### src/rtl/bus_termination_pkg.sv
// Shared types and constants for the 68030 cycle-termination controller:
// DSACK port-size codes, strobe polarity, FSM states and target encoding.
package bus_termination_pkg;

  localparam int DSACK_W = 2;

  localparam logic [DSACK_W-1:0] DSACK_32   = 2'b00;
  localparam logic [DSACK_W-1:0] DSACK_16   = 2'b01;
  localparam logic [DSACK_W-1:0] DSACK_8    = 2'b10;
  localparam logic [DSACK_W-1:0] DSACK_NONE = 2'b11;

  // All CPU/VME strobes on this block are active-low.
  localparam logic ACTIVE   = 1'b0;
  localparam logic INACTIVE = 1'b1;

  typedef enum logic [2:0] {
    ST_IDLE,
    ST_WAIT,
    ST_VWAIT,
    ST_ACK,
    ST_ERR,
    ST_DONE
  } state_t;

  typedef enum logic [1:0] {
    TGT_RAM,
    TGT_ROM,
    TGT_SERIAL,
    TGT_VME
  } target_t;

  // Port width each target presents to the CPU.
  function automatic logic [DSACK_W-1:0] dsack_for(input target_t tgt);
    case (tgt)
      TGT_RAM:    dsack_for = DSACK_32;
      TGT_ROM:    dsack_for = DSACK_16;
      TGT_SERIAL: dsack_for = DSACK_8;
      default:    dsack_for = DSACK_16;
    endcase
  endfunction

endpackage

### src/rtl/bus_termination_if.sv
// Bus-side signal bundle of the termination controller: CPU strobe, decoder
// requests, VME handshake inputs and the DSACK/BERR/busy outputs.
interface bus_termination_if;
  import bus_termination_pkg::*;

  logic               cpu_as;
  logic               request_ram;
  logic               request_rom;
  logic               request_serial;
  logic               request_vme;
  logic               request_unmapped;
  logic               vme_dtack;
  logic               vme_berr;
  logic [DSACK_W-1:0] cpu_dsack;
  logic               cpu_berr;
  logic               busy;

  modport master (
    output cpu_as, request_ram, request_rom, request_serial, request_vme,
           request_unmapped, vme_dtack, vme_berr,
    input  cpu_dsack, cpu_berr, busy
  );

  modport slave (
    input  cpu_as, request_ram, request_rom, request_serial, request_vme,
           request_unmapped, vme_dtack, vme_berr,
    output cpu_dsack, cpu_berr, busy
  );

endinterface

### src/rtl/bus_termination_sync_2ff.sv
// Two-flop synchroniser for one active-low asynchronous VME strobe;
// resets to the inactive level so a reset never looks like a response.
module sync_2ff
  import bus_termination_pkg::*;
(
  input  logic i_clock,
  input  logic i_reset_n,
  input  logic i_d,
  output logic o_q
);

  logic r_meta;
  logic r_sync;

  always_ff @(posedge i_clock or negedge i_reset_n) begin
    if (!i_reset_n) begin
      r_meta <= INACTIVE;
      r_sync <= INACTIVE;
    end else begin
      r_meta <= i_d;
      r_sync <= r_meta;
    end
  end

  assign o_q = r_sync;

endmodule

### src/rtl/bus_termination.sv
// 68030 cycle-termination controller: turns decoder requests into DSACK/BERR
// after per-target wait states, with a DTACK/BERR-terminated, watchdogged VME path.
module bus_termination
  import bus_termination_pkg::*;
#(
  parameter int RAM_WAIT    = 1,
  parameter int ROM_WAIT    = 3,
  parameter int SERIAL_WAIT = 4,
  parameter int TIMEOUT     = 255,
  parameter int CNT_W       = 8
) (
  input  logic             i_clock,
  input  logic             i_reset_n,
  bus_termination_if.slave bt
);

  localparam logic [CNT_W-1:0] L_RAM_WAIT    = CNT_W'(RAM_WAIT);
  localparam logic [CNT_W-1:0] L_ROM_WAIT    = CNT_W'(ROM_WAIT);
  localparam logic [CNT_W-1:0] L_SERIAL_WAIT = CNT_W'(SERIAL_WAIT);
  localparam logic [CNT_W-1:0] L_TIMEOUT     = CNT_W'(TIMEOUT);

  state_t             r_state;
  target_t            r_target;
  logic [CNT_W-1:0]   r_cnt;
  logic [DSACK_W-1:0] r_dsack;
  logic               r_berr;
  logic               r_busy;

  logic               w_dtack_s;
  logic               w_berr_s;
  logic [4:0]         w_req;
  logic               w_one_hot;
  target_t            w_tgt;
  logic [CNT_W-1:0]   w_load;

  sync_2ff u_sync_dtack (.i_clock(i_clock), .i_reset_n(i_reset_n), .i_d(bt.vme_dtack), .o_q(w_dtack_s));
  sync_2ff u_sync_berr  (.i_clock(i_clock), .i_reset_n(i_reset_n), .i_d(bt.vme_berr),  .o_q(w_berr_s));

  // Active-high request vector: {unmapped, vme, serial, rom, ram}.
  assign w_req = ~{bt.request_unmapped, bt.request_vme, bt.request_serial,
                   bt.request_rom, bt.request_ram};
  assign w_one_hot = (w_req != 5'd0) && ((w_req & (w_req - 5'd1)) == 5'd0);

  always_comb begin
    w_tgt  = TGT_RAM;
    w_load = L_RAM_WAIT;
    if (w_req[1]) begin
      w_tgt  = TGT_ROM;
      w_load = L_ROM_WAIT;
    end else if (w_req[2]) begin
      w_tgt  = TGT_SERIAL;
      w_load = L_SERIAL_WAIT;
    end else if (w_req[3]) begin
      w_tgt  = TGT_VME;
      w_load = L_TIMEOUT;
    end
  end

  // Outputs are registered alongside each transition so DSACK/BERR appear on
  // the same edge the FSM enters ACK/ERR and drop on the edge it leaves.
  always_ff @(posedge i_clock or negedge i_reset_n) begin
    if (!i_reset_n) begin
      r_state  <= ST_IDLE;
      r_target <= TGT_RAM;
      r_cnt    <= '0;
      r_dsack  <= DSACK_NONE;
      r_berr   <= INACTIVE;
      r_busy   <= 1'b0;
    end else begin
      case (r_state)
        ST_IDLE: begin
          r_dsack <= DSACK_NONE;
          r_berr  <= INACTIVE;
          if (bt.cpu_as == ACTIVE && w_req != 5'd0) begin
            r_busy <= 1'b1;
            if (!w_one_hot || w_req[4]) begin
              r_state <= ST_ERR;
              r_berr  <= ACTIVE;
            end else begin
              r_target <= w_tgt;
              r_cnt    <= w_load;
              r_state  <= (w_tgt == TGT_VME) ? ST_VWAIT : ST_WAIT;
            end
          end
        end
        ST_WAIT: begin
          if (bt.cpu_as == INACTIVE) begin
            r_state <= ST_DONE;
          end else if (r_cnt == '0) begin
            r_state <= ST_ACK;
            r_dsack <= dsack_for(r_target);
          end else begin
            r_cnt <= r_cnt - 1'b1;
          end
        end
        ST_VWAIT: begin
          if (bt.cpu_as == INACTIVE) begin
            r_state <= ST_DONE;
          end else if (w_berr_s == ACTIVE || (w_dtack_s == INACTIVE && r_cnt == '0)) begin
            r_state <= ST_ERR;
            r_berr  <= ACTIVE;
          end else if (w_dtack_s == ACTIVE) begin
            r_state <= ST_ACK;
            r_dsack <= DSACK_16;
          end else begin
            r_cnt <= r_cnt - 1'b1;
          end
        end
        ST_ACK, ST_ERR: begin
          if (bt.cpu_as == INACTIVE) begin
            r_state <= ST_DONE;
            r_dsack <= DSACK_NONE;
            r_berr  <= INACTIVE;
          end
        end
        ST_DONE: begin
          r_state <= ST_IDLE;
          r_dsack <= DSACK_NONE;
          r_berr  <= INACTIVE;
          r_busy  <= 1'b0;
        end
        default: begin
          r_state <= ST_IDLE;
          r_dsack <= DSACK_NONE;
          r_berr  <= INACTIVE;
          r_busy  <= 1'b0;
        end
      endcase
    end
  end

  assign bt.cpu_dsack = r_dsack;
  assign bt.cpu_berr  = r_berr;
  assign bt.busy      = r_busy;

endmodule

### src/flat_wrapper.sv
// flat-port wrapper written by rule: the top's interface ports become plain ports
module bus_termination_flat import bus_termination_pkg::*;
#(
  parameter int RAM_WAIT    = 1,
  parameter int ROM_WAIT    = 3,
  parameter int SERIAL_WAIT = 4,
  parameter int TIMEOUT     = 255,
  parameter int CNT_W       = 8
)
  (i_clock, i_reset_n, bt_cpu_as, bt_request_ram, bt_request_rom, bt_request_serial, bt_request_vme, bt_request_unmapped, bt_vme_dtack, bt_vme_berr, bt_cpu_dsack, bt_cpu_berr, bt_busy);
  bus_termination_if bt_i ();
  input  logic i_clock;
  input  logic i_reset_n;
  input wire logic [$bits(bt_i.cpu_as)-1:0] bt_cpu_as;
  input wire logic [$bits(bt_i.request_ram)-1:0] bt_request_ram;
  input wire logic [$bits(bt_i.request_rom)-1:0] bt_request_rom;
  input wire logic [$bits(bt_i.request_serial)-1:0] bt_request_serial;
  input wire logic [$bits(bt_i.request_vme)-1:0] bt_request_vme;
  input wire logic [$bits(bt_i.request_unmapped)-1:0] bt_request_unmapped;
  input wire logic [$bits(bt_i.vme_dtack)-1:0] bt_vme_dtack;
  input wire logic [$bits(bt_i.vme_berr)-1:0] bt_vme_berr;
  output wire logic [$bits(bt_i.cpu_dsack)-1:0] bt_cpu_dsack;
  output wire logic [$bits(bt_i.cpu_berr)-1:0] bt_cpu_berr;
  output wire logic [$bits(bt_i.busy)-1:0] bt_busy;
  assign bt_i.cpu_as = bt_cpu_as;
  assign bt_i.request_ram = bt_request_ram;
  assign bt_i.request_rom = bt_request_rom;
  assign bt_i.request_serial = bt_request_serial;
  assign bt_i.request_vme = bt_request_vme;
  assign bt_i.request_unmapped = bt_request_unmapped;
  assign bt_i.vme_dtack = bt_vme_dtack;
  assign bt_i.vme_berr = bt_vme_berr;
  assign bt_cpu_dsack = bt_i.cpu_dsack;
  assign bt_cpu_berr = bt_i.cpu_berr;
  assign bt_busy = bt_i.busy;
  bus_termination #(.RAM_WAIT(RAM_WAIT), .ROM_WAIT(ROM_WAIT), .SERIAL_WAIT(SERIAL_WAIT), .TIMEOUT(TIMEOUT), .CNT_W(CNT_W)) u_core (.i_clock(i_clock), .i_reset_n(i_reset_n), .bt(bt_i));
endmodule
### config.mk
export PLATFORM = sky130hd
export DESIGN_NAME = bus_termination_flat
export DESIGN_NICKNAME = d
export VERILOG_FILES = /design/src/rtl/bus_termination_pkg.sv /design/src/rtl/bus_termination_if.sv /design/src/rtl/bus_termination_sync_2ff.sv /design/src/rtl/bus_termination.sv /design/src/flat_wrapper.sv
export SDC_FILE = /design/constraint.sdc
export NUM_CORES = 1
export LEC_CHECK = 0
export ABC_AREA = 1
export ABC_CLOCK_PERIOD_IN_PS = 4059
export CAP_MARGIN = 5
export CELL_PAD_IN_SITES_DETAIL_PLACEMENT = 1
export CELL_PAD_IN_SITES_GLOBAL_PLACEMENT = 1
export CORE_MARGIN = 2
export CORE_UTILIZATION = 45
export DETAILED_ROUTE_END_ITERATION = 12
export GPL_ROUTABILITY_DRIVEN = 0
export PLACE_DENSITY = 0.85
export SLEW_MARGIN = 20
export SYNTH_ARGS = -nofsm -noshare
export SYNTH_HDL_FRONTEND = slang
export SYNTH_SLANG_ARGS = --single-unit
### constraint.sdc
create_clock -name i_clock -period 4.06 [get_ports i_clock]
set_input_delay 0.812 -clock i_clock [delete_from_list [all_inputs] [get_ports i_clock]]
set_output_delay 0.812 -clock i_clock [all_outputs]
set_load 0.005 [all_outputs]
; Word level (Yosys, flattened, before mapping)
; Index checks and enable logic that the tools add are counted.
[op_classes]
n_bitwise = 7
n_shift = 0
mux = 40
n_div = 0
n_eq_ne = 19
reduce_logical = 20
multipliers = 0
magnitude_cmp = 0
n_addsub = 2
[ops]
columns = operator, n
row1 = $mux 8, 10
row2 = $mux 3, 8
row3 = $pmux 8 s3, 1
row4 = $mux 2, 10
row5 = $ne 2x2->1 const B, 8
row6 = $pmux 3 s4, 1
row7 = $logic_not 8->1, 1
row8 = $reduce_and 4->1, 2
row9 = $reduce_and 8->1, 1
row10 = $sub 8x1->8 const B, 1
row11 = $eq 3x2->1 const B, 2
row12 = $mux 1, 6
row13 = $ne 2x1->1 const B, 3
row14 = $pmux 2 s3, 1
row15 = $reduce_and 6->1, 1
row16 = $and 5x5->5, 1
row17 = $logic_not 5->1, 1
row18 = $not 1->1, 5
row19 = $not 5->5, 1
row20 = $reduce_bool 5->1, 1
row21 = $sub 5x1->5 const B, 1
row22 = $eq 2x2->1 const B, 2
row23 = $ne 4x3->1 const B, 1
row24 = $pmux 1 s4, 1
row25 = 15 further kinds, 18
[totals]
latchBits = 0
output_inout_bits = 4
word_cells = 98
input_bits = 10
ramBits = 0
n_memories = 0
ff_bits = 21
rom_bits = 0

; Logic depth before layout (Yosys ltp)
[logic_depth]
depth_word = 10
mapped_depth = 11
depth_no_buf = 11

; Modules after synthesis
; A second synthesis with hierarchy kept.
[unflattened]
hier_cells = 209
hier_area_um2 = 1420.1
[modules_own_cells]
columns = module, seq_area_each_um2, area_per_inst_um2, instances, cells_each
row1 = bus_termination, 429.2, 1315.0, 1, 205
row2 = sync_2ff, 52.6, 52.6, 2, 2

; Worst setup path before layout
; OpenSTA, ideal clock, no wires.
[synth_timing]
kind = input to register
from = input bt_cpu_as
to = register u_core.r_cnt[0]
path_buffers = 0
t_arrival_ps = 1568
t_required_ps = 3939
setup_ps = 121
path_stages = 8
path_slack_ps = 2371
cell_sequence = clkinv_1 > nand2_1 > nand3_1 > nand2_1 > inv_2 > nand3_2 > o21bai_1 > nand2_1
[synth_via]
elab_chain_len = 4
elab_cells_between_ends = 6
classes_between = eq/ne (3) / bitwise (1) / reduce/logical (2)
[synth_rtl]
columns = item, line_no
row1 = from (decl), flat_wrapper.sv:14  ; input wire logic [$bits(bt_i.cpu_as)-1:0] bt_cpu_as;
row2 = $not 1->1, bus_termination.sv:74  ; if (bt.cpu_as == ACTIVE && w_req != 5'd0) begin
row3 = $logic_and 1x1->1, bus_termination.sv:74
row4 = $ne 2x1->1 (no source line), -
row5 = $reduce_and 8->1 (no source line) *, -
row6 = to (signal assigned), bus_termination.sv:81  ; r_cnt <= w_load;
row7 = to (signal assigned), bus_termination.sv:93  ; r_cnt <= r_cnt - 1'b1;
row8 = to (signal assigned), bus_termination.sv:106  ; r_cnt <= r_cnt - 1'b1;
row9 = to (decl), bus_termination.sv:24  ; logic [CNT_W-1:0] r_cnt;
; Every way passes the cells marked *; elsewhere a longest branch is shown, timed or not.
; A chain may end at the register's enable or synchronous reset.

; Worst setup path after layout
[layout_timing]
from = input bt_request_vme
to = register u_core.r_cnt[1]
[layout_via]
elab_chain_len = 9
elab_cells_between_ends = 18
classes_between = add/sub (1) / eq/ne (2) / mux (6) / bitwise (2) / reduce/logical (7)
[layout_rtl]
columns = item, line_no
row1 = from (decl), flat_wrapper.sv:18  ; input wire logic [$bits(bt_i.request_vme)-1:0] bt_request_vme;
row2 = $not 5->5 *, bus_termination.sv:40  ; assign w_req = ~{bt.request_unmapped, bt.request_vme, bt.request_serial,
row3 = $sub 5x1->5, bus_termination.sv:42  ; assign w_one_hot = (w_req != 5'd0) && ((w_req & (w_req - 5'd1)) == 5'd0);
row4 = $and 5x5->5, bus_termination.sv:42
row5 = $logic_not 5->1, bus_termination.sv:42
row6 = $logic_and 1x1->1, bus_termination.sv:42
row7 = $logic_not 1->1, bus_termination.sv:76  ; if (!w_one_hot || w_req[4]) begin
row8 = $logic_or 1x1->1, bus_termination.sv:76
row9 = $ne 2x2->1 (no source line), -
row10 = $reduce_and 8->1 (no source line), -
; Every way passes the cells marked *; elsewhere a longest branch is shown, timed or not. The select of a mux whose other input is x is not followed.

==> flow_summary.yaml <==
synthesis:
  syn_inst: 206
  yosysUniqueCellTypes: 27
  synth-seq-cells: 21
  ys_top_cells_by_count: "64 x nand2_1, 14 x dfrtp_1, 14 x nand3_1, 14 x nor2_1, 12 x inv_1"
  ys_warn_count: 0
  synth_edf_count: 0
  synth_top_area_share: 0.231
  synth.avg_cell_area_um2: 7.36
  synth_nets: 218
  netlist_area_um2: 1520
  yosysSeqAreaShare: 0.353
  ys_async_sr_fraction: 1.00
  yosys.area.top_type: "dfrtp_1"
  ys.flop_type: "dfrtp_1"
  yosys-top-cells-area: "dfrtp_1 23%, nand2_1 16%, dfstp_2 12%, nand3_1 4.6%, nand4_1 4.1%"
  yosysMostFrequentCell: "nand2_1"
detailed_routing:
  wire_per_inst_um: 13.9
  viasPerCell: 5.18
  drc: 0
  routed-via-count: 1382
  dr.first_iter.drc_count: 28
  drtAntennaViolNets: 0
  drt_first_pass_iters: 4
  wirelength_mm: 3.70
floorplan:
  dieArea_um2: 3850
  fp.coreArea_um2: 3280
  rows: 21
  die_h_um: 62.0
  start_util: 0.461
  die_x_um: 62.0
  io_pins: 14
critical_path:
  crit_top_cell: "nand2_1"
  critical-path-max-stage-delay_ps: 520
  path_max_fanout: 11
  cp-start-kind: "primary input"
  cp_cell_sequence: "clkdlybuf4s50_1, nand2_1, xor2_1, nand2_1, nand2_1, nand3_2, o21bai_1, nand2_1"
  reg2reg_setup_slack_ps: 2300
  r2r-end: "u_core.r_cnt[7]"
  critPathSlowestCell: "clkdlybuf4s50_1"
  crit_family: "simple AND/OR/NAND/NOR gates"
  arrival_ps: 2510
  r2r_start: "u_core.r_cnt[0]"
  cp_num_buf_inv: 1
  endpoint_kind: "flip-flop"
  critPathKind: "in -> reg"
  r2r_cells: 9
  required_ps: 4280
timing:
  holdWs_ps: 364
  rsz0062_at_grt: "false"
  hold_viol: 0
  min_period_ps: 2300
  finalSetupViolations: 0
  post-route-period-util: 0.566
  clock-skew-final_ps: 7.19
  drv_slew: 0
  relSlewSlack: 0.675
  clock.fmax_ghz: 0.435
  tightest_slew_ps: 487
  setup_tns_ps: 0
pwr:
  clockPowerShare: 0.076
  p_int_mw: 0.668
  net-switching-power_mw: 0.731
  power_frac_comb: 0.645
  p_sw_frac: 0.523
  p_leak_nw: 0.857
  peakVddDrop_mv: 0.418
  pwr-share-seq: 0.279
  power.density_nw_per_um2: 819
placed_design:
  place_inst: 263
  dp_hpwl_mm: 2.98
  io_buffers: 13
global_route:
  grt_pass1_vias: 1409
  grt_overflow: 0
  track_usage: 0.220
  grt_max_degree: 22
  antenna_found_initial: 0
  grt_first_pass_wirelength_mm: 6.29
clock_network:
  clk_pin_slew_worst_paths_ps: 130
  cts_made_buffers: 3
  ctsResizeCount: 0
  cts_buffer_depth: 2
  clock-sinks: 21
  post_cts_buffers: 0
  cts_tree: "done"
  clock_latency_ps: 310
  cts_hold_buf: 0
  root_buffer: "clkbuf_4"
  htreeDepth: 1
final_layout:
  final_nets: 234
  drive_above_1_share: 0.217
  antenna_cells: 0
  fillers: 429
  area_delta_synth_final_pct: 12.8
  final_util: 0.520
  final_cells: 267
worst_hold_path:
  min_delay_worst_endpoint: "u_core.u_sync_dtack.o_q"
  worstHoldPathType: "reg -> reg"
  holdPathStages: 0
  hold_start: "u_core.u_sync_dtack.r_meta"
job:
  max_cap_viol_count: 0
status:
  outcome: "complete, no violations"
==> worst max-delay path by stage <==
stage	cells after the start	slack, ps	to	from
3_5_place_dp	8	1430	u_core.r_cnt[7]	bt_request_vme
4_1_cts	8	1770	u_core.r_cnt[7]	bt_request_serial
6_report	8	1760	u_core.r_cnt[1]	bt_request_vme
5_1_grt	8	1520	u_core.r_cnt[6]	bt_request_vme
2_1_floorplan	8	2370	u_core.r_cnt[0]	bt_cpu_as
3_3_place_gp	8	1520	u_core.r_cnt[6]	bt_request_serial
==> kinds of logic after synthesis <==
logic type | Yosys count | synth area share
XOR/XNOR | 2 | 0.0116
AO/OA/AOI/OAI | 27 | 0.110
adder cells (fa/ha/maj) | 2 | 0.0165
AND/OR/NAND/NOR | 128 | 0.438
buffers and inverters | 26 | 0.0710
flip-flops | 21 | 0.353
==> power by group through the flow <==
stage | Sequential [mW] | Clock (mW) | Combinational, mW
floorplan | 0.379 | 0 | 0.698
CTS | 0.391 | 0.108 | 0.913
detailed placement | 0.395 | 0 | 0.903
finish | 0.390 | 0.107 | 0.903
global placement | 0.388 | 0 | 0.869
global route | 0.401 | 0.113 | 1.03
==> cell usage in the layout, fill, tap and decap left out, types with 2 or more instances in the layout <==
cell / netlist / routed
nor2_1: 14 / 14
o21ai_0: 9 / 9
nor3_1: 3 / 3
dfrtp_1: 14 / 14
inv_2: 10 / 10
nand3_1: 14 / 14
o21bai_1: 8 / 8
inv_1: 12 / 12
dfstp_2: 7 / 7
nand2_2: 3 / 3
nor2_2: 7 / 7
nand3_4: 2 / 2
clkbuf_4: 0 / 3
nand2_4: 3 / 3
xor2_1: 2 / 2
ha_1: 2 / 2
o21ai_1: 4 / 4
a21oi_2: 2 / 2
nor2_4: 2 / 2
nand3_2: 5 / 5
nand4_1: 10 / 10
nand2_1: 64 / 64
a21oi_1: 3 / 3
clkdlybuf4s50_1: 0 / 12
==> layout make-up <==
type,count,area (µm²),area share
Clock buffer,4,26.3,0.0154
Timing Repair Buffer,13,125,0.0732
Multi-Input combinational cell,159,873,0.511
Inverter,24,92.6,0.0542
Sequential cell,21,534,0.313
Tap cell,46,57.6,0.0337
==> sequential cells by signal (all words and copies together), names as in the netlist <==
register	cells
u_core.r_cnt	8
u_core.r_state	3
u_core.bt.cpu_dsack	2
u_core.r_target	2
u_core.bt.busy	1
u_core.bt.cpu_berr	1
u_core.u_sync_berr.o_q	1
u_core.u_sync_berr.r_meta	1
u_core.u_sync_dtack.o_q	1
u_core.u_sync_dtack.r_meta	1
==> per-stage QoR <==
stage                     total power [mW]  setup slack [ps]  instance area (µm²)
after floorplan                       1.08              2370                 1520
after global placement                1.26              1520                 1690
after detailed placement              1.30              1430                 1690
after CTS                             1.41              1770                 1710
after global routing                  1.54              1520                 1710
final                                 1.40              1760                 1710
==> worst register-to-register path, cell delays in order, from the launching register on <==
cell     delay [ps]
dfrtp_1         370
inv_1            90
ha_1            210
nand2_1         100
nor2_2           80
nand3_2         100
nand2_1          80
a21oi_2         400
nand4_1         180
nand2_1         110
==> layer usage <==
layer	vias to the layer above	routed length (µm)	GRT usage
li1	700	-	-
met1	663	1640	0.275
met2	13	1940	0.403
met3	6	58	0.0186
met4	0	58	0.0578
met5	-	0	0
No activity file was read; power rests on OpenSTA's default activity.
